$ cat src/rtl/program_loader_pkg.sv
// Shared types for the boot-time program loader: FSM state encoding,
// error codes and small state-classification helpers.
package program_loader_pkg;

    typedef enum logic [2:0] {
        IDLE  = 3'd0,
        HDR0  = 3'd1,
        HDR1  = 3'd2,
        DATA  = 3'd3,
        WRITE = 3'd4,
        CSUM  = 3'd5,
        DONE  = 3'd6,
        ERROR = 3'd7
    } state_t;

    typedef enum logic [1:0] {
        ERR_NONE    = 2'd0,
        ERR_COUNT   = 2'd1,
        ERR_CSUM    = 2'd2,
        ERR_TIMEOUT = 2'd3
    } err_t;

    // States in which a stream byte may be consumed.
    function automatic logic accepts_bytes(input state_t s);
        return s inside {HDR0, HDR1, DATA, CSUM};
    endfunction

    // States that belong to a frame in progress.
    function automatic logic in_frame(input state_t s);
        return !(s inside {IDLE, DONE, ERROR});
    endfunction

endpackage

$ cat src/rtl/program_loader_word_assembler.sv
// Four-byte big-endian shift register with byte counter and a running XOR
// of every byte presented on accum.
module word_assembler (
    input  logic        clk,
    input  logic        rst,
    input  logic        clear,
    input  logic        shift,
    input  logic        accum,
    input  logic [7:0]  data,
    output logic [31:0] word,
    output logic [7:0]  xor_sum,
    output logic        full
);

    logic [1:0] byte_cnt;

    // High on the shift that completes a word; the counter wraps back to 0.
    assign full = shift && (byte_cnt == 2'd3);

    // NOTE: sequential state uses non-blocking assignments so every register
    // samples pre-edge values regardless of process ordering.
    always_ff @(posedge clk or negedge rst) begin
        if (!rst) begin
            word     <= '0;
            byte_cnt <= '0;
            xor_sum  <= '0;
        end else if (clear) begin
            word     <= '0;
            byte_cnt <= '0;
            xor_sum  <= '0;
        end else begin
            if (shift) begin
                word     <= {word[23:0], data};
                byte_cnt <= byte_cnt + 2'd1;
            end
            if (accum) begin
                xor_sum <= xor_sum ^ data;
            end
        end
    end

endmodule

$ cat src/rtl/program_loader.sv
// Boot-time program loader: receives a framed byte stream, writes big-endian
// words to consecutive RAM addresses and releases the CPU once the checksum holds.
module program_loader
    import program_loader_pkg::*;
#(
    parameter logic [31:0] BASE_ADDR      = 32'h0000_0000,
    parameter int          MAX_WORDS      = 512,
    parameter int          TIMEOUT_CYCLES = 100000
) (
    input  logic        clk,
    input  logic        rst,
    input  logic        start,
    input  logic        byteValid,
    input  logic [7:0]  byteData,
    output logic        byteReady,
    output logic        memWrite,
    output logic [31:0] memAddress,
    output logic [31:0] memWriteData,
    output logic        cpuRst,
    output logic        busy,
    output logic        done,
    output logic [1:0]  errorCode,
    output logic [15:0] wordCount
);

    localparam int                IDLE_W     = $clog2(TIMEOUT_CYCLES + 1);
    localparam logic [IDLE_W-1:0] IDLE_LIMIT = IDLE_W'(TIMEOUT_CYCLES);
    localparam logic [15:0]       MAX_COUNT  = 16'(MAX_WORDS);

    state_t            state;
    state_t            next_state;
    err_t              err_q;
    err_t              err_next;
    logic [15:0]       frame_count;
    logic [IDLE_W-1:0] idle_cnt;

    logic        accept;
    logic        load_start;
    logic        timed_out;
    logic [15:0] count_rx;
    logic [15:0] count_inc;
    logic [7:0]  xor_sum;
    logic        word_full;

    assign accept     = byteValid && byteReady;
    assign load_start = start && !in_frame(state);
    assign timed_out  = (idle_cnt == IDLE_LIMIT);
    assign count_rx   = {frame_count[15:8], byteData};
    assign count_inc  = wordCount + 16'd1;
    assign errorCode  = err_q;

    word_assembler u_word (
        .clk     (clk),
        .rst     (rst),
        .clear   (load_start),
        .shift   (accept && (state == DATA)),
        .accum   (accept),
        .data    (byteData),
        .word    (memWriteData),
        .xor_sum (xor_sum),
        .full    (word_full)
    );

    always_ff @(posedge clk or negedge rst) begin
        if (!rst) state <= IDLE;
        else      state <= next_state;
    end

    // NOTE: every always_comb output gets a default first, so no path can
    // leave a signal unassigned and infer a latch.
    always_comb begin
        next_state = state;
        err_next   = err_q;
        unique case (state)
            IDLE, DONE, ERROR: begin
                if (start) begin
                    next_state = HDR0;
                    err_next   = ERR_NONE;
                end
            end
            HDR0: begin
                if (accept) next_state = HDR1;
                else if (timed_out) begin
                    next_state = ERROR;
                    err_next   = ERR_TIMEOUT;
                end
            end
            HDR1: begin
                if (accept) begin
                    if (count_rx == 16'd0 || count_rx > MAX_COUNT) begin
                        next_state = ERROR;
                        err_next   = ERR_COUNT;
                    end else begin
                        next_state = DATA;
                    end
                end else if (timed_out) begin
                    next_state = ERROR;
                    err_next   = ERR_TIMEOUT;
                end
            end
            DATA: begin
                if (word_full) next_state = WRITE;
                else if (!accept && timed_out) begin
                    next_state = ERROR;
                    err_next   = ERR_TIMEOUT;
                end
            end
            WRITE: begin
                next_state = (count_inc == frame_count) ? CSUM : DATA;
            end
            CSUM: begin
                if (accept) begin
                    if (byteData == xor_sum) next_state = DONE;
                    else begin
                        next_state = ERROR;
                        err_next   = ERR_CSUM;
                    end
                end else if (timed_out) begin
                    next_state = ERROR;
                    err_next   = ERR_TIMEOUT;
                end
            end
            default: next_state = IDLE;
        endcase
    end

    // Status outputs are decoded from next_state so they change on the same
    // edge as the state they describe.
    always_ff @(posedge clk or negedge rst) begin
        if (!rst) begin
            byteReady <= 1'b0;
            memWrite  <= 1'b0;
            cpuRst    <= 1'b1;
            busy      <= 1'b0;
            done      <= 1'b0;
            err_q     <= ERR_NONE;
        end else begin
            byteReady <= accepts_bytes(next_state);
            memWrite  <= (next_state == WRITE);
            cpuRst    <= (next_state != DONE);
            busy      <= in_frame(next_state);
            done      <= (next_state == DONE);
            err_q     <= err_next;
        end
    end

    always_ff @(posedge clk or negedge rst) begin
        if (!rst) begin
            wordCount   <= '0;
            memAddress  <= BASE_ADDR;
            frame_count <= '0;
        end else begin
            if (load_start) begin
                wordCount  <= '0;
                memAddress <= BASE_ADDR;
            end else if (state == WRITE) begin
                wordCount  <= count_inc;
                memAddress <= memAddress + 32'd4;
            end
            if (accept && state == HDR0) frame_count[15:8] <= byteData;
            if (accept && state == HDR1) frame_count[7:0]  <= byteData;
        end
    end

    // Idle counter saturates at the limit; it only runs while a frame is open.
    always_ff @(posedge clk or negedge rst) begin
        if (!rst) begin
            idle_cnt <= '0;
        end else if (load_start || accept) begin
            idle_cnt <= '0;
        end else if (busy && !timed_out) begin
            idle_cnt <= idle_cnt + 1'b1;
        end
    end

endmodule

$ cat config.mk
export PLATFORM = sky130hd
export DESIGN_NAME = program_loader
export DESIGN_NICKNAME = d
export VERILOG_FILES = /design/src/rtl/program_loader_pkg.sv /design/src/rtl/program_loader_word_assembler.sv /design/src/rtl/program_loader.sv
export SDC_FILE = /design/constraint.sdc
export NUM_CORES = 1
export LEC_CHECK = 0
export CAP_MARGIN = 20
export CELL_PAD_IN_SITES_DETAIL_PLACEMENT = 0
export CELL_PAD_IN_SITES_GLOBAL_PLACEMENT = 2
export CORE_UTILIZATION = 35
export DETAILED_ROUTE_END_ITERATION = 8
export GPL_TIMING_DRIVEN = 1
export PLACE_DENSITY_LB_ADDON = 0.1
export SETUP_SLACK_MARGIN = 0.4
export SYNTH_ARGS = -nofsm -noshare
export SYNTH_HDL_FRONTEND = slang
export SYNTH_HIERARCHICAL = 1
export SYNTH_SLANG_ARGS = --single-unit
$ cat constraint.sdc
create_clock -name clk -period 3.65 [get_ports clk]
set_input_delay 0.5475 -clock clk [delete_from_list [all_inputs] [get_ports clk]]
set_output_delay 0.5475 -clock clk [all_outputs]
set_load 0.03 [all_outputs]
==> results of run 1 <==
==> routing by layer <==
metal,track usage (%),part of all wire [%]
met1,22.4,47
met2,29.0,49
met3,4.12,3.8
met4,4.81,0.92
met5,0,0
==> report_power, final <==
part           internal [W]  leakage (nW)  total [W]  switching (W)
Clock               0.00111         0.295    0.00176       0.000650
Combinational      0.000965          1.48    0.00212        0.00116
Sequential          0.00181          1.74    0.00214       0.000340
Total               0.00388          3.52    0.00602        0.00215
==> state kept, by name, indices dropped and copies added (netlist names) <==
name             count
u_word/xor_sum       8
busy                 1
errorCode            2
u_word/byte_cnt      2
cpuRst               1
byteReady            1
wordCount           16
memAddress          30
frame_count         16
u_word/word         32
memWrite             1
idle_cnt            17
state                3
done                 1
==> cell families after synthesis <==
logic type	Yosys count	synth area share [%]
AOI/OAI and AO/OA	101	9.28
muxes	55	8.40
xor gates and xnor gates	69	8.82
and+or+nand+nor	275	20.4
other	1	0.0547
buffers and inverters	46	4.24
adders and majority gates	5	0.913
DFF	131	47.9
==> cells in the mapped netlist, drive strengths merged, types with 2 or more instances <==
master | n | share of area, %
o41ai | 2 | 0.26
mux2i | 35 | 5.1
or3b | 2 | 0.26
a21oi | 28 | 2.2
nor4 | 10 | 0.91
nand3 | 20 | 1.5
and2 | 4 | 0.38
or2 | 3 | 0.27
clkbuf | 18 | 1.0
a211oi | 4 | 0.44
buf | 19 | 2.7
nand4bb | 3 | 0.73
o21ai | 41 | 3.0
or4b | 2 | 0.29
a21bo | 8 | 1.2
xnor2 | 42 | 5.4
or4 | 2 | 0.27
a31oi | 2 | 0.18
nand4 | 18 | 1.7
mux2 | 20 | 3.3
o211ai | 3 | 0.33
nor2 | 101 | 5.6
and3 | 12 | 1.1
nand3b | 11 | 1.2
dfrtp | 130 | 47
and4 | 4 | 0.51
inv | 9 | 0.49
nor3b | 3 | 0.40
nor2b | 3 | 0.27
xor2 | 27 | 3.5
o31ai | 5 | 0.55
nor3 | 11 | 0.80
ha | 5 | 0.91
or3 | 13 | 1.2
nand2 | 52 | 2.9
==> per-stage QoR <==
step / setup WS (ns) / cells / hold slack (ns)
after floorplan: 0.793 / 684 / 0.252
after global placement: 0.754 / 1012 / 0.505
after detailed placement: 0.706 / 1012 / 0.517
after CTS: 0.700 / 1044 / 0.169
after global routing: 0.407 / 1044 / 0.198
final: 0.666 / 1044 / 0.151
==> layout make-up <==
class | count | area [sq um] | share of cell area [%]
tap | 260 | 325 | 3.79
multi-input combinational | 507 | 3290 | 38.3
inverter | 9 | 33.8 | 0.394
clock buffer | 19 | 453 | 5.28
timing repair buffer | 105 | 1040 | 12.1
clock inverter | 13 | 159 | 1.85
sequential | 131 | 3280 | 38.2
==> final timing paths <==
kind,cells past startpoint,to,from,slack [ns]
min in group clk,2,u_word/byte_cnt[1],u_word/byte_cnt[1],0.53
worst min-delay path,1,memAddress[6],rst,0.15
worst max-delay path,8,byteReady,wordCount[0],0.67
worst max register to register,8,byteReady,wordCount[0],0.67
max in group asynchronous,2,cpuRst,rst,2.66
worst min register to register,2,u_word/byte_cnt[1],u_word/byte_cnt[1],0.53
==> critical path: cells and delay by family (launching register included) <==
family / cells / cell delay (ns)
muxes: 1 / 0.35
adders and majority gates: 1 / 0.27
and+or+nand+nor: 4 / 1.30
DFF: 1 / 0.47
AOI/OAI and AO/OA: 1 / 0.35
xor gates and xnor gates: 1 / 0.13
==> impl_metrics.toml, run 1 <==
[status]
run_status = "completed"

[route]
post_drt_wl_per_cell_um = 15.6
post_drt_via_cell_ratio = 5.05
drt.antenna.violating_nets = 0
detail_route.first_pass.iterations = 5
routed_wirelength_mm = 16.3
route.detailed.drc = 0
drt-initial-drc-count = 271
via_count = 5273

[timing]
timing.final.setup_violations = 0
period_needed_ns = 2.98
totalNegativeSetupSlack_ns = 0
clock.fmax_mhz = 335
slew-limit-headroom_pct = 54.2
timing.final.max_slew_violations = 0
worst_pin_slew_ns = 0.680
layout_worst_path_cycle_share_pct = 81.8
rsz_0062_raised_after_global_routing = "false"
hold_viol_final = 0
clock-skew-final_ns = 0.0133

[final_layout]
areaGrowthSynthToFinish_pct = 25.2
fillers = 1816
n_antenna_cell = 0
layout_common_cells = "130 x dfrtp_1, 100 x nor2_1, 95 x clkdlybuf4s50_1, 50 x nand2_1, 42 x xnor2_1"
layout_commonest_cell = "dfrtp_1"
nets = 788
finalCoreUtilization_pct = 45.3
stdcell_area_sq_mm = 0.00858
layout-drive-gt1-share_pct = 11.5

[clock_tree]
tritoncts = "built"
clk_path_buf_depth = 2
cts-root-buf = "clkbuf_16"
hold_buffers = 0
post_cts.repair.setup_buffers = 0
clk-insertion-delay-late_ns = 0.42
cts_sinks = 131
h-tree-depth = 4
cts_buffers = 17
cts.reportedPaths.clkPinSlew_ns = 0.06
cts-resized-gates = 0

[setup_path]
slowest_stage = "nor4_1"
max_stage_delay_ns = 0.50
worstPathArrival_ns = 3.27
cp_cell_sequence = "ha_1 -> nand3_1 -> nor4_1 -> xnor2_1 -> a2111oi_0 -> nand4_1 -> nand2_2 -> mux2_2"
critical_path_class = "flip-flop to flip-flop"
critical_path_required_ns = 3.94
worstPathMaxFanout = 12
worstSetupEndpointType = "flip-flop"
worstSetupStartpointType = "flip-flop"

[grt]
grt_pass1_wl_mm = 27.3
grt_overflow = 0
antenna_found_initial = 0
grt_start_max_net_pins = 70
via_count_of_the_first_global_routing_pass = 5183
grt_resource_usage_total_pct = 17.4

[yosys]
post_synth_num_cell_types = 64
syn_area_sq_mm = 0.00685
sequential_element_share_of_the_synthesized_area_pct = 47.9
yosys_register_bits = 131
synth.avg_cell_area_sq_um = 10.0
synth_ff_type = "dfrtp_1"
synthesis_warning_total = 6
number_of_synthesized_flops_with_an_enable_pin = 0
postSynthCellCount = 683
synth-async-reset-ratio_pct = 100

[power_and_ir_drop]
vdd_ir_drop_max_uv = 453
finalPower_w = 0.00602
power.density_mw_per_mm2 = 702
power.leakage_nw = 3.52

[floorplan]
die_area_sq_mm = 0.0201
top_level_ports = 99
start_util_pct = 36.1
floorplan.die.height_um = 142
die_w_um = 142
rows = 50
fp.coreArea_sq_mm = 0.0190

[placement]
finalWeightedCongestion = 0.780
port_buffers = 96
placed_cell_area_sq_mm = 0.00797
dp_hpwl_mm = 11.4

[flow_run]
max_cap_check_violation_count = 0

[hold_path]
holdCritPathClass = "input pin to async pin"
No activity file was read; power rests on OpenSTA's default activity.
==> run 2: changes to the inputs <==
==> constraint.sdc (replaced) <==
create_clock -name clk -period 3.05 [get_ports clk]
set_input_delay 0.4575 -clock clk [delete_from_list [all_inputs] [get_ports clk]]
set_output_delay 0.4575 -clock clk [all_outputs]
set_load 0.03 [all_outputs]
==> impl_metrics.toml, run 2 (same netlist as run 1, synthesis figures left out) <==
[floorplan]
fp.coreArea_sq_mm = 0.0190
die_w_um = 142
start_util_pct = 36.1
rows = 50
die_area_sq_mm = 0.0201
floorplan.die.height_um = 142
top_level_ports = 99

[power_and_ir_drop]
power.sequential.fraction_pct = 35.3
vdd_ir_drop_max_uv = 436
power.net_switching_w = 0.00263
internal_power_w = 0.00459
power.leakage_nw = 3.62
power.share.switching_pct = 36.4
finalPower_w = 0.00722
power.clock.fraction_pct = 28.0
power.density_mw_per_mm2 = 821
power.combinational.fraction_pct = 36.7

[grt]
grt_start_max_net_pins = 67
grt_pass1_wl_mm = 28.6
grt_overflow = 0
grt_resource_usage_total_pct = 18.1
via_count_of_the_first_global_routing_pass = 5436
antenna_found_initial = 0

[clock_tree]
h-tree-depth = 4
cts.reportedPaths.clkPinSlew_ns = 0.06
cts_buffers = 17
tritoncts = "built"
cts_sinks = 131
clk-insertion-delay-late_ns = 0.41
cts-root-buf = "clkbuf_16"
clk_path_buf_depth = 2
hold_buffers = 0

[timing]
totalNegativeSetupSlack_ns = 0
period_needed_ns = 2.57
clock.fmax_mhz = 390
layout_worst_path_cycle_share_pct = 84.1
worst_pin_slew_ns = 0.725
timing.final.max_slew_violations = 0
slew-limit-headroom_pct = 51.5
clock-skew-final_ns = 0.0102
hold_viol_final = 0
rsz_0062_raised_after_global_routing = "true"
timing.final.setup_violations = 0

[setup_path]
cp_cell_sequence = "or4b_1 -> or4_4 -> nand2_2 -> o21ai_2 -> a221oi_2 -> nand2_2 -> or3_1"
worstPathArrival_ns = 2.89
critical_path_class = "flip-flop to flip-flop"
cp_num_buf_inv = 0
critical_path_required_ns = 3.37
rr_endpoint = "cpuRst"
reg2reg_setup_slack_ns = 0.48
worstPathMaxFanout = 5
worstSetupStartpointType = "flip-flop"
max_stage_delay_ns = 0.56
rr_worst_depth = 7
path_delay_family = "simple AND/OR/NAND/NOR gates"
worstSetupEndpointType = "flip-flop"
slowest_stage = "or4b_1"
critical_path.most_common_cell = "nand2_2"
rr_startpoint = "idle_cnt[2]"

[final_layout]
n_antenna_cell = 0
nets = 807
layout-drive-gt1-share_pct = 15.7
layout_common_cells = "125 x dfrtp_1, 100 x nor2_1, 95 x clkdlybuf4s50_1, 50 x nand2_1, 42 x xnor2_1"
largest_registers = "u_word/word (32), memAddress (30), idle_cnt (17)"
layout_commonest_cell = "dfrtp_1"
max_flop_register = "u_word/word"
fillers = 1839
largest_reg_flops = 32
areaGrowthSynthToFinish_pct = 28.3

[flow_run]
max_cap_check_violation_count = 0

[placement]
finalWeightedCongestion = 0.800
port_buffers = 96
dp_hpwl_mm = 12.0

[route]
via_count = 5431
detail_route.first_pass.iterations = 5
drt.antenna.violating_nets = 0
drt-initial-drc-count = 233
met2_wire_len_mm = 8.27
post_drt_wl_per_cell_um = 16.2
routed_wirelength_mm = 17.3
top_signal_layer_used = "met4"
routed-wl-met3_um = 635
post_drt_via_cell_ratio = 5.11
route.detailed.drc = 0
detail_route.wirelength.met1_mm = 8.07

[status]
run_status = "completed"

[hold_path]
holdCritPathClass = "input pin to async pin"
run 2: cell count changes in the layout (fill, tap and decap cells not counted), moves of 2 or more:
| cell | previous run | this run |
|---|---|---|
| nor4_2 | 0 | 2 |
| nor4_1 | 10 | 6 |
| dfrtp_2 | 0 | 5 |
| nor3_1 | 11 | 9 |
| buf_4 | 8 | 28 |
| nand3_1 | 20 | 17 |
| dfrtp_1 | 130 | 125 |
| nor3_2 | 0 | 2 |
| nand3_2 | 0 | 3 |
| nor4_4 | 0 | 2 |
run 2: worst register-to-register path: cells and delay by family, from the launching register on:
family             cells  cell delay [ns]
AOI/OAI and AO/OA      2             0.36
DFF                    1             0.42
and+or+nand+nor        5             1.70
run 2: layout make-up:
class | instances | area (sq um) | share of cell area [%]
flip-flops and latches | 131 | 3290 | 37.4
well taps | 260 | 325 | 3.70
clock inverters | 12 | 131 | 1.50
inverters | 9 | 33.8 | 0.384
clock buffers | 20 | 457 | 5.20
repair buffers | 124 | 1170 | 13.3
multi-input cells | 507 | 3380 | 38.5
run 2: worst max-delay path by stage:
stage / startpoint / to / slack, ns / depth (start not counted)
after global routing: idle_cnt[2] / cpuRst / 0.36 / 7
after detailed placement: wordCount[0] / byteReady / 0.22 / 8
after floorplan: byteReady / busy / 0.45 / 14
after CTS: wordCount[0] / byteReady / 0.42 / 8
final: idle_cnt[2] / cpuRst / 0.48 / 7
after global placement: byteValid / busy / 0.34 / 12
run 2: repair_timing:
action	4_1_cts	5_1_grt
pin swaps	1	4
setup buffers	2	2
gates cloned	0	0
gates resized for setup	6	15
setup endpoints to repair	3	5
run 2: layer usage:
| layer | GRT usage [%] | vias to the layer above |
|---|---|---|
| li1 | - | 2604 |
| met1 | 24.2 | 2685 |
| met2 | 29.5 | 122 |
| met3 | 2.90 | 20 |
| met4 | 6.96 | 0 |
| met5 | 0 | - |
run 2: metrics by stage:
stage | hold slack, ns | std cells | util (%) | cell area [sq um] | setup slack, ns
detailed placement | 0.514 | 1027 | 42.6 | 8070 | 0.219
finish | 0.0431 | 1063 | 46.4 | 8790 | 0.485
CTS | 0.0699 | 1061 | 45.9 | 8700 | 0.418
global route | 0.0790 | 1063 | 46.4 | 8790 | 0.365
floorplan | 0.162 | 684 | - | 6860 | 0.446
global placement | 0.498 | 1027 | 42.6 | 8070 | 0.341
run 2: power by group through the flow:
stage | clock, W | combinational (W) | sequential [W]
final | 0.00202 | 0.00265 | 0.00255
after global routing | 0.00216 | 0.00288 | 0.00261
after CTS | 0.00208 | 0.00267 | 0.00255
after detailed placement | 0 | 0.00266 | 0.00257
after global placement | 0 | 0.00263 | 0.00256
after floorplan | 0 | 0.00150 | 0.00291
